===== src/rtl/mix_columns_iter_pkg.sv =====
// -----------------------------------------------------------------------------
// aes_pkg
// Shared AES GF(2^8) helpers and constants for the iterative MixColumns engine.
//   AES_POLY_LO    : low byte of the reduction polynomial 0x11B
//   COL_W, STATE_W : column and state widths
//   mixcol_state_t : engine FSM states
//   xtime          : multiply by 2 in GF(2^8)
//   gf_mul_const   : multiply by a 4-bit constant using at most 3 xtime stages
// Optional feature macro used by the files importing this package:
//   MIX_COLUMNS_INV_EN
// -----------------------------------------------------------------------------
package aes_pkg;

    localparam logic [7:0] AES_POLY_LO = 8'h1B;
    localparam int         COL_W       = 32;
    localparam int         STATE_W     = 128;

    typedef enum logic [1:0] {
        IDLE,
        BUSY,
        DONE
    } mixcol_state_t;

    // Shift left and fold the carried-out bit back in with the polynomial.
    function automatic logic [7:0] xtime(input logic [7:0] b);
        return {b[6:0], 1'b0} ^ (AES_POLY_LO & {8{b[7]}});
    endfunction

    // Constant coefficients are at most 4 bits (0x0E), so x2/x4/x8 cover them;
    // with a literal coefficient the unused partial products are pruned.
    function automatic logic [7:0] gf_mul_const(input logic [7:0] b, input logic [3:0] c);
        logic [7:0] x2;
        logic [7:0] x4;
        logic [7:0] x8;
        x2 = xtime(b);
        x4 = xtime(x2);
        x8 = xtime(x4);
        return ({8{c[0]}} & b) ^ ({8{c[1]}} & x2) ^ ({8{c[2]}} & x4) ^ ({8{c[3]}} & x8);
    endfunction

endpackage


===== src/rtl/mix_columns_iter_if.sv =====
// -----------------------------------------------------------------------------
// mix_columns_iter_if
// Input and output valid/ready handshakes of the MixColumns engine.
//   in_valid/in_ready/in_state    : state offered by upstream (ShiftRows)
//   out_valid/out_ready/out_state : result offered to downstream (AddRoundKey)
//   inv                           : inverse-transform select, only when
//                                   MIX_COLUMNS_INV_EN is defined
// Modports: master = traffic source/sink side, slave = engine side.
// -----------------------------------------------------------------------------
interface mix_columns_iter_if;
    import aes_pkg::*;

    logic               in_valid;
    logic               in_ready;
    logic [STATE_W-1:0] in_state;
    logic               out_valid;
    logic               out_ready;
    logic [STATE_W-1:0] out_state;
`ifdef MIX_COLUMNS_INV_EN
    logic               inv;
`endif

    modport master (
        output in_valid,
        output in_state,
        output out_ready,
        input  in_ready,
        input  out_valid,
        input  out_state
`ifdef MIX_COLUMNS_INV_EN
        , output inv
`endif
    );

    modport slave (
        input  in_valid,
        input  in_state,
        input  out_ready,
        output in_ready,
        output out_valid,
        output out_state
`ifdef MIX_COLUMNS_INV_EN
        , input inv
`endif
    );

endinterface


===== src/rtl/mix_column_word.sv =====
// -----------------------------------------------------------------------------
// mix_column_word
// Combinational single-column MixColumns transform.
//   i_col : 32-bit input column, byte 0 in bits [31:24]
//   i_inv : present only with MIX_COLUMNS_INV_EN; 1 selects InvMixColumns
//   o_col : 32-bit transformed column, same byte layout
// Without MIX_COLUMNS_INV_EN only the forward coefficients are built.
// -----------------------------------------------------------------------------
module mix_column_word
    import aes_pkg::*;
(
    input  logic [COL_W-1:0] i_col,
`ifdef MIX_COLUMNS_INV_EN
    input  logic             i_inv,
`endif
    output logic [COL_W-1:0] o_col
);

    // First coefficient row, one nibble per byte position; later output rows
    // use the same row rotated right by the output index.
    localparam logic [15:0] FWD_ROW = 16'h2311;
`ifdef MIX_COLUMNS_INV_EN
    localparam logic [15:0] INV_ROW = 16'hEBD9;
`endif

    function automatic logic [COL_W-1:0] mix_with(input logic [COL_W-1:0] col,
                                                  input logic [15:0]      row);
        logic [7:0]       a [4];
        logic [7:0]       acc;
        logic [COL_W-1:0] res;
        int               k;
        res = '0;
        for (int j = 0; j < 4; j++) begin
            a[j] = col[31-8*j -: 8];
        end
        for (int i = 0; i < 4; i++) begin
            acc = '0;
            for (int j = 0; j < 4; j++) begin
                k   = (j - i + 4) % 4;
                acc = acc ^ gf_mul_const(a[j], row[15-4*k -: 4]);
            end
            res[31-8*i -: 8] = acc;
        end
        return res;
    endfunction

    logic [COL_W-1:0] w_fwd;
`ifdef MIX_COLUMNS_INV_EN
    logic [COL_W-1:0] w_inv;
`endif

    always_comb begin
        w_fwd = mix_with(i_col, FWD_ROW);
`ifdef MIX_COLUMNS_INV_EN
        w_inv = mix_with(i_col, INV_ROW);
        o_col = i_inv ? w_inv : w_fwd;
`else
        o_col = w_fwd;
`endif
    end

endmodule


===== src/rtl/mix_columns_iter.sv =====
// -----------------------------------------------------------------------------
// mix_columns_iter
// Iterative AES MixColumns engine: one column per clock through a single
// shared mix_column_word unit, 4 cycles from acceptance to result.
//   clk   : rising-edge clock
//   rst_n : synchronous active-low reset
//   bus   : mix_columns_iter_if.slave (input/output valid/ready handshakes)
// Optional feature macro: MIX_COLUMNS_INV_EN adds bus.inv, latched at
// acceptance, selecting InvMixColumns for that state.
// -----------------------------------------------------------------------------
module mix_columns_iter
    import aes_pkg::*;
(
    input  logic             clk,
    input  logic             rst_n,
    mix_columns_iter_if.slave bus
);

    mixcol_state_t      r_fsm;
    mixcol_state_t      w_fsm_next;
    logic [STATE_W-1:0] r_data;
    logic [1:0]         r_col;
    logic [COL_W-1:0]   w_col_in;
    logic [COL_W-1:0]   w_col_out;
`ifdef MIX_COLUMNS_INV_EN
    logic               r_inv;
`endif

    // Result is a direct view of the working register, so it stays stable
    // for as long as DONE is held by backpressure.
    assign bus.out_state = r_data;

    // FSM state register.
    always_ff @(posedge clk) begin
        if (!rst_n) begin
            r_fsm <= IDLE;
        end else begin
            r_fsm <= w_fsm_next;
        end
    end

    // Next-state and handshake outputs; in_ready only in IDLE so an output
    // handshake and a new acceptance never share a cycle.
    always_comb begin
        w_fsm_next    = r_fsm;
        bus.in_ready  = 1'b0;
        bus.out_valid = 1'b0;
        case (r_fsm)
            IDLE: begin
                bus.in_ready = 1'b1;
                if (bus.in_valid) begin
                    w_fsm_next = BUSY;
                end
            end
            BUSY: begin
                if (r_col == 2'd3) begin
                    w_fsm_next = DONE;
                end
            end
            DONE: begin
                bus.out_valid = 1'b1;
                if (bus.out_ready) begin
                    w_fsm_next = IDLE;
                end
            end
            default: w_fsm_next = IDLE;
        endcase
    end

    // Select the column currently being transformed.
    always_comb begin
        w_col_in = r_data[127:96];
        case (r_col)
            2'd0: w_col_in = r_data[127:96];
            2'd1: w_col_in = r_data[95:64];
            2'd2: w_col_in = r_data[63:32];
            2'd3: w_col_in = r_data[31:0];
            default: w_col_in = r_data[127:96];
        endcase
    end

    mix_column_word u_mix (
        .i_col (w_col_in),
`ifdef MIX_COLUMNS_INV_EN
        .i_inv (r_inv),
`endif
        .o_col (w_col_out)
    );

    // Datapath: capture on acceptance, then overwrite one column per BUSY
    // cycle. The counter wraps to 0 naturally after column 3.
    always_ff @(posedge clk) begin
        if (!rst_n) begin
            r_data <= '0;
            r_col  <= 2'd0;
`ifdef MIX_COLUMNS_INV_EN
            r_inv  <= 1'b0;
`endif
        end else begin
            case (r_fsm)
                IDLE: begin
                    if (bus.in_valid) begin
                        r_data <= bus.in_state;
                        r_col  <= 2'd0;
`ifdef MIX_COLUMNS_INV_EN
                        r_inv  <= bus.inv;
`endif
                    end
                end
                BUSY: begin
                    case (r_col)
                        2'd0: r_data[127:96] <= w_col_out;
                        2'd1: r_data[95:64]  <= w_col_out;
                        2'd2: r_data[63:32]  <= w_col_out;
                        2'd3: r_data[31:0]   <= w_col_out;
                        default: r_data[127:96] <= w_col_out;
                    endcase
                    r_col <= r_col + 2'd1;
                end
                default: begin
                end
            endcase
        end
    end

endmodule


===== src/flat_wrapper.sv =====
// flat-port wrapper written by rule: the top's interface ports become plain ports
module mix_columns_iter_flat import aes_pkg::*;
  (clk, rst_n, bus_in_valid, bus_in_state, bus_out_ready, bus_in_ready, bus_out_valid, bus_out_state);
  mix_columns_iter_if bus_i ();
  input  logic clk;
  input  logic rst_n;
  input wire logic [$bits(bus_i.in_valid)-1:0] bus_in_valid;
  input wire logic [$bits(bus_i.in_state)-1:0] bus_in_state;
  input wire logic [$bits(bus_i.out_ready)-1:0] bus_out_ready;
  output wire logic [$bits(bus_i.in_ready)-1:0] bus_in_ready;
  output wire logic [$bits(bus_i.out_valid)-1:0] bus_out_valid;
  output wire logic [$bits(bus_i.out_state)-1:0] bus_out_state;
  assign bus_i.in_valid = bus_in_valid;
  assign bus_i.in_state = bus_in_state;
  assign bus_i.out_ready = bus_out_ready;
  assign bus_in_ready = bus_i.in_ready;
  assign bus_out_valid = bus_i.out_valid;
  assign bus_out_state = bus_i.out_state;
  mix_columns_iter u_core (.clk(clk), .rst_n(rst_n), .bus(bus_i));
endmodule

===== config.mk =====
export PLATFORM = sky130hd
export DESIGN_NAME = mix_columns_iter_flat
export DESIGN_NICKNAME = d
export VERILOG_FILES = /design/src/rtl/mix_columns_iter_pkg.sv /design/src/rtl/mix_columns_iter_if.sv /design/src/rtl/mix_column_word.sv /design/src/rtl/mix_columns_iter.sv /design/src/flat_wrapper.sv
export SDC_FILE = /design/constraint.sdc
export NUM_CORES = 1
export LEC_CHECK = 0
export ABC_AREA = 1
export ABC_CLOCK_PERIOD_IN_PS = 1900
export CORE_ASPECT_RATIO = 0.5
export CORE_MARGIN = 2
export CORE_UTILIZATION = 40
export DETAILED_ROUTE_END_ITERATION = 16
export PLACE_DENSITY = 0.77
export SLEW_MARGIN = 10
export SYNTH_ARGS = -nofsm -noshare
export SYNTH_HDL_FRONTEND = slang
export SYNTH_SLANG_ARGS = --single-unit

===== constraint.sdc =====
create_clock -name clk -period 1.9 [get_ports clk]
set_clock_uncertainty 0.15 [all_clocks]
set_input_delay 0.285 -clock clk [delete_from_list [all_inputs] [get_ports clk]]
set_output_delay 0.285 -clock clk [all_outputs]
set_load 0.05 [all_outputs]

==> results of run 1 <==
-- metal layers --
metal  share of wire  up-vias  track usage
li1                -     5353            -
met1            0.42     5738        0.555
met2            0.41      895        0.556
met3            0.15      101        0.120
met4           0.023        2       0.0961
met5         0.00026        -            0
-- stage by stage --
stage          power [mW]  instance area [um^2]   util  TNS (ns)
3_5_place_dp         10.5                 12500  0.582    -68.42
5_1_grt              15.7                 14300  0.669    -68.59
3_3_place_gp         10.4                 12500  0.582    -62.42
4_1_cts              14.6                 14000  0.653    -47.39
2_1_floorplan        7.68                  8780      -     -1.65
6_report             15.2                 14300  0.669    -57.98
-- what timing repair did --
item                                   CTS  global route
buffers inserted                        17             4
pin swaps                               37            34
setup endpoints to repair              128           129
endpoints found under the hold margin    0             0
resized for setup                      165            83
cloned                                   2             0
-- layout make-up --
type	instances	area [um^2]	area share
timing repair inverter	1	6.26	0.000436
clock inverter	14	165	0.0115
inverter	35	144	0.0100
clock buffer	18	439	0.0306
timing repair buffer	455	4070	0.284
multi-input combinational	1121	6490	0.453
tap	300	375	0.0262
sequential	132	2650	0.185
-- flip-flops by register name, summed over array words and instances, names as in the netlist --
signal	count
u_core.bus.out_state	128
u_core.r_col	2
u_core.r_fsm	2
-- cells in the mapped netlist, types with 3 or more instances --
| cell type | number |
|---|---|
| nand2_2 | 12 |
| nor2_2 | 23 |
| a21oi_1 | 256 |
| nand3_2 | 23 |
| nand3_1 | 48 |
| ha_1 | 4 |
| nor2_1 | 62 |
| nand3b_1 | 6 |
| o21ai_2 | 3 |
| nand2_4 | 3 |
| o21bai_4 | 3 |
| o21bai_2 | 14 |
| o21bai_1 | 6 |
| o21ai_0 | 129 |
| inv_2 | 9 |
| clkbuf_1 | 50 |
| nor2_4 | 12 |
| nand2_1 | 495 |
| dfxtp_1 | 132 |
| xnor2_1 | 8 |
| buf_4 | 10 |
| buf_6 | 7 |
| a21oi_2 | 7 |
| inv_1 | 25 |
-- worst max-delay path: stages, from the launching register on --
cell and delay, ns:
dfxtp_4 0.41, inv_4 0.06, ha_4 0.20, buf_4 0.17, nand2_1 0.09, nand2_2 0.10, nor2_4 0.20, nor2_4 0.08
buf_4 0.16, nand2_2 0.09, nand3_1 0.14, nand3_1 0.16, nand3_4 0.16, a21oi_1 0.18
-- how the worst max path moves through the flow --
stage,startpoint,to,depth (start not counted)
final,u_core.r_col[1],u_core.bus.out_state[110],13
after global routing,u_core.r_col[1],u_core.bus.out_state[86],14
after CTS,u_core.r_col[1],u_core.bus.out_state[64],14
after detailed placement,u_core.r_col[1],u_core.bus.out_state[107],15
after global placement,u_core.r_col[0],u_core.bus.out_state[115],13
after floorplan,u_core.r_col[0],u_core.bus.out_state[97],16
-- kinds of logic (layout without fill, tap and decap cells) --
kind of cell,count (synthesis),count (layout),share of synthesized area
AND/OR/NAND/NOR,686,686,0.350
XOR/XNOR,9,9,0.00909
flip-flops,132,132,0.305
adder cells (fa/ha/maj),4,4,0.00577
AO/OA/AOI/OAI,422,422,0.268
buffers and inverters,108,523,0.0628
-- power by group through the flow --
| stage | clock [mW] | sequential, mW | combinational, mW |
|---|---|---|---|
| finish | 3.48 | 3.39 | 8.33 |
| CTS | 3.44 | 3.36 | 7.83 |
| global placement | 0 | 3.41 | 6.98 |
| global route | 3.55 | 3.40 | 8.77 |
| detailed placement | 0 | 3.41 | 7.07 |
| floorplan | 0 | 4.47 | 3.22 |
==> key figures, run 1 <==
Outcome
  – Run status: complete, but fails checks
  – Failing checks: negative setup slack

Layout
  – Most frequent cells in the layout: nand2_1, buf_4, a21oi_1, clkdlybuf4s50_1, dfxtp_1
  – Share of post-route cells with drive strength above 1: 0.376
  – Layout area overhead: 65.4%
  – Non-Filler Instances: just over 2,000
  – Most common cell after layout, fill and taps aside: nand2_1
  – Nets: ~1,900
  – Fillers: ~1,800
  – ANT cells: 0

Floorplanning
  – Starting density of the core: 0.404
  – Row cnt: 38
  – Die area: 22,900 um^2
  – Die X-Extent: 212 um
  – IO Pins: 262
  – Die height: 108 um
  – Core area: approximately 21,000 um^2

Placed design
  – DP Wirelength: ~34 mm
  – Worst slack, placed: -0.705 ns
  – Placed cells: between 2,000 and 2,500
  – Final GP Congestion: roughly 1.0
  – Number of buffers added on ports: 261

Power and ir drop
  – P_leak: approximately 6.4 nW
  – Flop pwr share: 0.223
  – Peak supply drop: about 670 uV
  – Int Pwr: ~8 mW
  – Clock power frac: 0.229
  – Power density cells: ~1100 nW/um^2
  – Logic pwr share: 0.548
  – Psw: just over 7 mW
  – Switch share: 0.467

Global routing
  – GRT Total Usage: 0.386
  – Global-route wire length before repair: about 66 mm
  – Initial antenna violation count: 1
  – Largest net degree at the start of global routing: 76
  – GR Overflow Total: 0
  – Vias in the first global route: ~11,000

Logic synthesis
  – Mapped Cells: between 1,000 and 1,500
  – Synth Cell Area: between 8000 and 9000 um^2
  – #FFs+latches synth: around 130
  – Top post-synthesis cells by area: dfxtp_1, nand2_1, a21oi_1, o21ai_0, nand3_1
  – Syn avg cell area: ~6.4 um^2
  – Synthesized net count: around 1,500
  – Yosys cell types: 35
  – Synth warn: 0
  – Number of synthesized flops with an enable pin: 0
  – Biggest area consumer among synthesized cells: dfxtp_1
  – Top FF cell, synth: dfxtp_1
  – Fraction of registers with async set/reset: 0
  – Sequential area share after synthesis: 0.305
  – Post-synth top area share: 0.305

Clock tree
  – Hold_buf cts: 0
  – H-tree level count: 4
  – Sink Count: between 100 and 150
  – Root Driver: clkbuf_16
  – CTS buffer count: 17
  – CTS max path bufs: 2
  – Clock latency on the worst-skew pair: around 0.44 ns
  – CTS clk-pin slew, worst paths: ~0.06 ns
  – CTS tree: built

Setup path
  – R2R depth: 13
  – Crit-path max FO: 7
  – CP required: around 2.1 ns
  – Crit path kind: flop to flop
  – Reg2reg end: u_core.bus.out_state[110]
  – Setup crit start kind: flop
  – Setup crit end kind: flop
  – Internal reg-to-reg setup slack: -0.53 ns
  – WP data arrival: between 2 and 3 ns
  – R2R Path Start: u_core.r_col[1]

STA
  – Setup-failing EPs final: roughly 130
  – RSZ-0062 raised after global routing: yes
  – Fmax: between 400 and 500 MHz
  – Fin crit share: 1.28
  – Final Hold Viols: 0
  – Slew Limit Fails: 0
  – Final hold slack: roughly 0.18 ns
  – PnR worst setup slack: -0.529 ns
  – Slew @ Worst Pin: between 0.8 and 0.9 ns
  – Post-layout min period: between 2 and 2.5 ns
  – Max-Slew Margin vs Limit: 0.417

Min path
  – Hold WC Path Type: input port to flop
  – Hold depth: 2
  – Hold path start: rst_n
  – WHS Endpoint: u_core.r_fsm[0]

Routing
  – Initial DRC count: ~1,600
  – # DRC: 0
  – Vias per cell: ~5.8
  – Routed wire length: 45.5 mm
  – Pre-antenna DRT Iters: 9
  – Routed Antenna Nets: 0
  – Drt wl/cell: between 20 and 25 um
  – Vias: between 10,000 and 15,000

Flow run
  – Max_cap viols: 0
Power figures use the tool's default switching activity.
==> inputs of run 2 (changes only) <==
--- a/config.mk
+++ b/config.mk
@@ -7,6 +7,7 @@
 export LEC_CHECK = 0
 export ABC_AREA = 1
 export ABC_CLOCK_PERIOD_IN_PS = 1900
+export CAP_MARGIN = 20
 export CORE_ASPECT_RATIO = 0.5
 export CORE_MARGIN = 2
 export CORE_UTILIZATION = 40
==> results of run 2 <==
Final layout, timing and power as in run 1 (identical DEF).
==> inputs of run 3 (changes only) <==
--- a/config.mk
+++ b/config.mk
@@ -12,6 +12,7 @@
 export CORE_MARGIN = 2
 export CORE_UTILIZATION = 40
 export DETAILED_ROUTE_END_ITERATION = 16
+export MAX_ROUTING_LAYER = met4
 export PLACE_DENSITY = 0.77
 export SLEW_MARGIN = 10
 export SYNTH_ARGS = -nofsm -noshare
==> run 3 against run 2 <==
  * The flow still finishes with violations (negative setup slack)
  * Critical path depth is 1 lower
  * Utilization rose by 2.0 points
  * Combinational power increased by 3.8%
  * Maximum frequency fell by 0.59%
  * Sequential power is essentially flat
  * Design area grew 3.0%
  * Largest cell class unchanged
  * Critical path type unchanged
==> key figures, run 3 (synthesis gave the netlist of run 1 again) <==
Routing
  – Vias: 11,927 (-1.3%)
  – Drt wl/cell: 21.9 um (about the same)
  – Vias per cell: 5.68 (-2.5%)
  – Initial DRC count: 1,465 (-6.0%)
  – Routed Antenna Nets: 0 (unchanged)
  – Pre-antenna DRT Iters: 6 (-3)
  – # DRC: 0 (unchanged)
  – Routed wire length: 46.0 mm (+1.1%)

Floorplanning
  – Die area: 22,900 um^2 (unchanged)
  – Row cnt: 38 (unchanged)
  – Starting density of the core: 0.404 (unchanged)
  – Core area: 21,400 um^2 (unchanged)
  – IO Pins: 262 (unchanged)
  – Die height: 108 um (unchanged)
  – Die X-Extent: 212 um (unchanged)

Global routing
  – GRT Total Usage: 0.403 (+0.0164)
  – Largest net degree at the start of global routing: 72 (-5.3%)
  – Global-route wire length before repair: 66.4 mm (+0.88%)
  – Initial antenna violation count: 1 (unchanged)
  – Vias in the first global route: 10,988 (-0.40%)
  – GR Overflow Total: 0 (unchanged)

Min path
  – Hold WC Path Type: input port to flop
  – Hold depth: 3 (+1)

Placed design
  – Number of buffers added on ports: 261 (unchanged)
  – Final GP Congestion: 1.03 (+0.76%)
  – Worst slack, placed: -0.707 ns (-0.00212 ns)
  – DP Wirelength: 34.7 mm (+2.6%)

Clock tree
  – Clock latency on the worst-skew pair: 0.43 ns (about the same)
  – CTS buffer count: 17 (unchanged)
  – H-tree level count: 4 (unchanged)
  – Hold_buf cts: 0 (unchanged)
  – CTS clk-pin slew, worst paths: 0.07 ns (about the same)
  – CTS max path bufs: 2 (unchanged)
  – Sink Count: 132 (unchanged)
  – CTS tree: built
  – Root Driver: clkbuf_16

STA
  – Final Hold Viols: 0 (unchanged)
  – Max-Slew Margin vs Limit: 0.469 (+0.0517)
  – PnR worst setup slack: -0.544 ns (-0.0145 ns)
  – Final hold slack: 0.117 ns (-0.0662 ns)
  – Fmax: 409 MHz (-0.59%)
  – Post-layout min period: 2.44 ns (+0.0145 ns)
  – Slew @ Worst Pin: 0.796 ns (-0.0776 ns)
  – Fin crit share: 1.29 (+0.00763)
  – Slew Limit Fails: 0 (unchanged)
  – Setup-failing EPs final: 128 (unchanged)
  – RSZ-0062 raised after global routing: yes

Setup path
  – Highest-delay cell along the critical path: dfxtp_4
  – Worst Path Buf+Inv: 4 (+1)
  – Internal reg-to-reg setup slack: -0.54 ns (about the same)
  – WP data arrival: 2.65 ns (about the same)
  – Setup crit end kind: flop
  – Crit path kind: flop to flop
  – Cell family with most CP delay: simple AND/OR/NAND/NOR gates
  – CP required: 2.11 ns (about the same)
  – Slowest Stage Delay on Critical Path: 0.41 ns (about the same)
  – Crit path cell chain: inv_4 -> ha_4 -> inv_8 -> buf_4 -> nand2_1 -> nor2_1 -> buf_4 -> nor2_4 -> xnor2_1 -> nand3b_1 -> nand3_4 -> a21oi_1
  – Critical path depth in cells: 12 (-1)
  – R2R depth: 12 (-1)
  – Crit-path max FO: 14 (+7)
  – Most frequent CP cell: buf_4
  – Setup crit start kind: flop

Layout
  – Max reg flops: 128 (unchanged)
  – Layout area overhead: 70.4%
  – Most frequent cells in the layout: nand2_1, buf_4, a21oi_1, clkdlybuf4s50_1, dfxtp_1
  – Most common cell after layout, fill and taps aside: nand2_1
  – Nets: 1,923 (+1.3%)
  – Share of post-route cells with drive strength above 1: 0.417 (+0.0419)
  – Final core occ: 0.689 (+0.0202)

Flow run
  – Max_cap viols: 0 (unchanged)

Power and ir drop
  – P_leak: 6.53 nW (+2.7%)
  – Power density cells: 1040 nW/um^2 (-1.5%)
  – Peak supply drop: 648 uV (-3.7%)

Outcome
  – Run status: complete, but fails checks
  – Failing checks: negative setup slack
## run 3: cell count changes in the layout (fill, tap and decap cells not counted), sizes merged
cell      change
buf          +22
clkinvlp      +2
clkbuf        +2
inv           -3
diode         +1
## run 3: timing repair
action / 4_1_cts / 5_1_grt
pin swaps: 55 / 61
cloned: 2 / 2
endpoints found under the setup margin: 128 / 129
buffers inserted: 20 / 5
gates resized for setup: 148 / 179
## run 3: worst min-delay path, stage by stage
cell and delay, ns:
buf_2 0.21, o21ai_0 0.11, a21oi_1 0.04
## run 3: final cells by class
cell class / count / area, um^2
fill: 1758 / 6670
multi-input combinational: 1121 / 6770
inverter: 35 / 144
clock inverter: 13 / 149
timing repair buffer: 479 / 4240
antenna: 1 / 2.50
sequential: 132 / 2650
tap: 300 / 375
timing repair inverter: 1 / 6.26
clock buffer: 18 / 439
## run 3: layer usage
layer / share of wire / vias up / track usage / routed length, um
li1: - / 5382 / - / -
met1: 0.42 / 5658 / 0.548 / 19500
met2: 0.41 / 792 / 0.559 / 19100
met3: 0.14 / 95 / 0.155 / 6460
met4: 0.021 / 0 / 0.0870 / 977
met5: 0 / - / - / 0
## run 3: final timing paths
path,start,end
worst max-delay path,u_core.r_col[1],u_core.bus.out_state[77]
worst min-delay path,rst_n,u_core.bus.out_state[13]
worst max register to register,u_core.r_col[1],u_core.bus.out_state[77]
worst min register to register,u_core.r_col[1],u_core.r_col[1]
## run 3: report_power, final
part           internal [mW]  switching (mW)  leakage, nW
Sequential              3.09           0.288         1.10
Combinational           3.13            5.51         5.15
Clock                   1.98            1.41        0.280
## run 3: per-stage QoR
step / std cells / instance area, um^2 / setup TNS (ns) / power, mW
floorplan: 1361 / 8780 / -1.65 / 7.68
global placement: 2040 / 12600 / -64.46 / 10.5
detailed placement: 2040 / 12600 / -70.52 / 10.6
CTS: 2093 / 14100 / -52.69 / 14.6
global route: 2100 / 14800 / -69.91 / 16.0
finish: 2100 / 14800 / -60.11 / 15.4
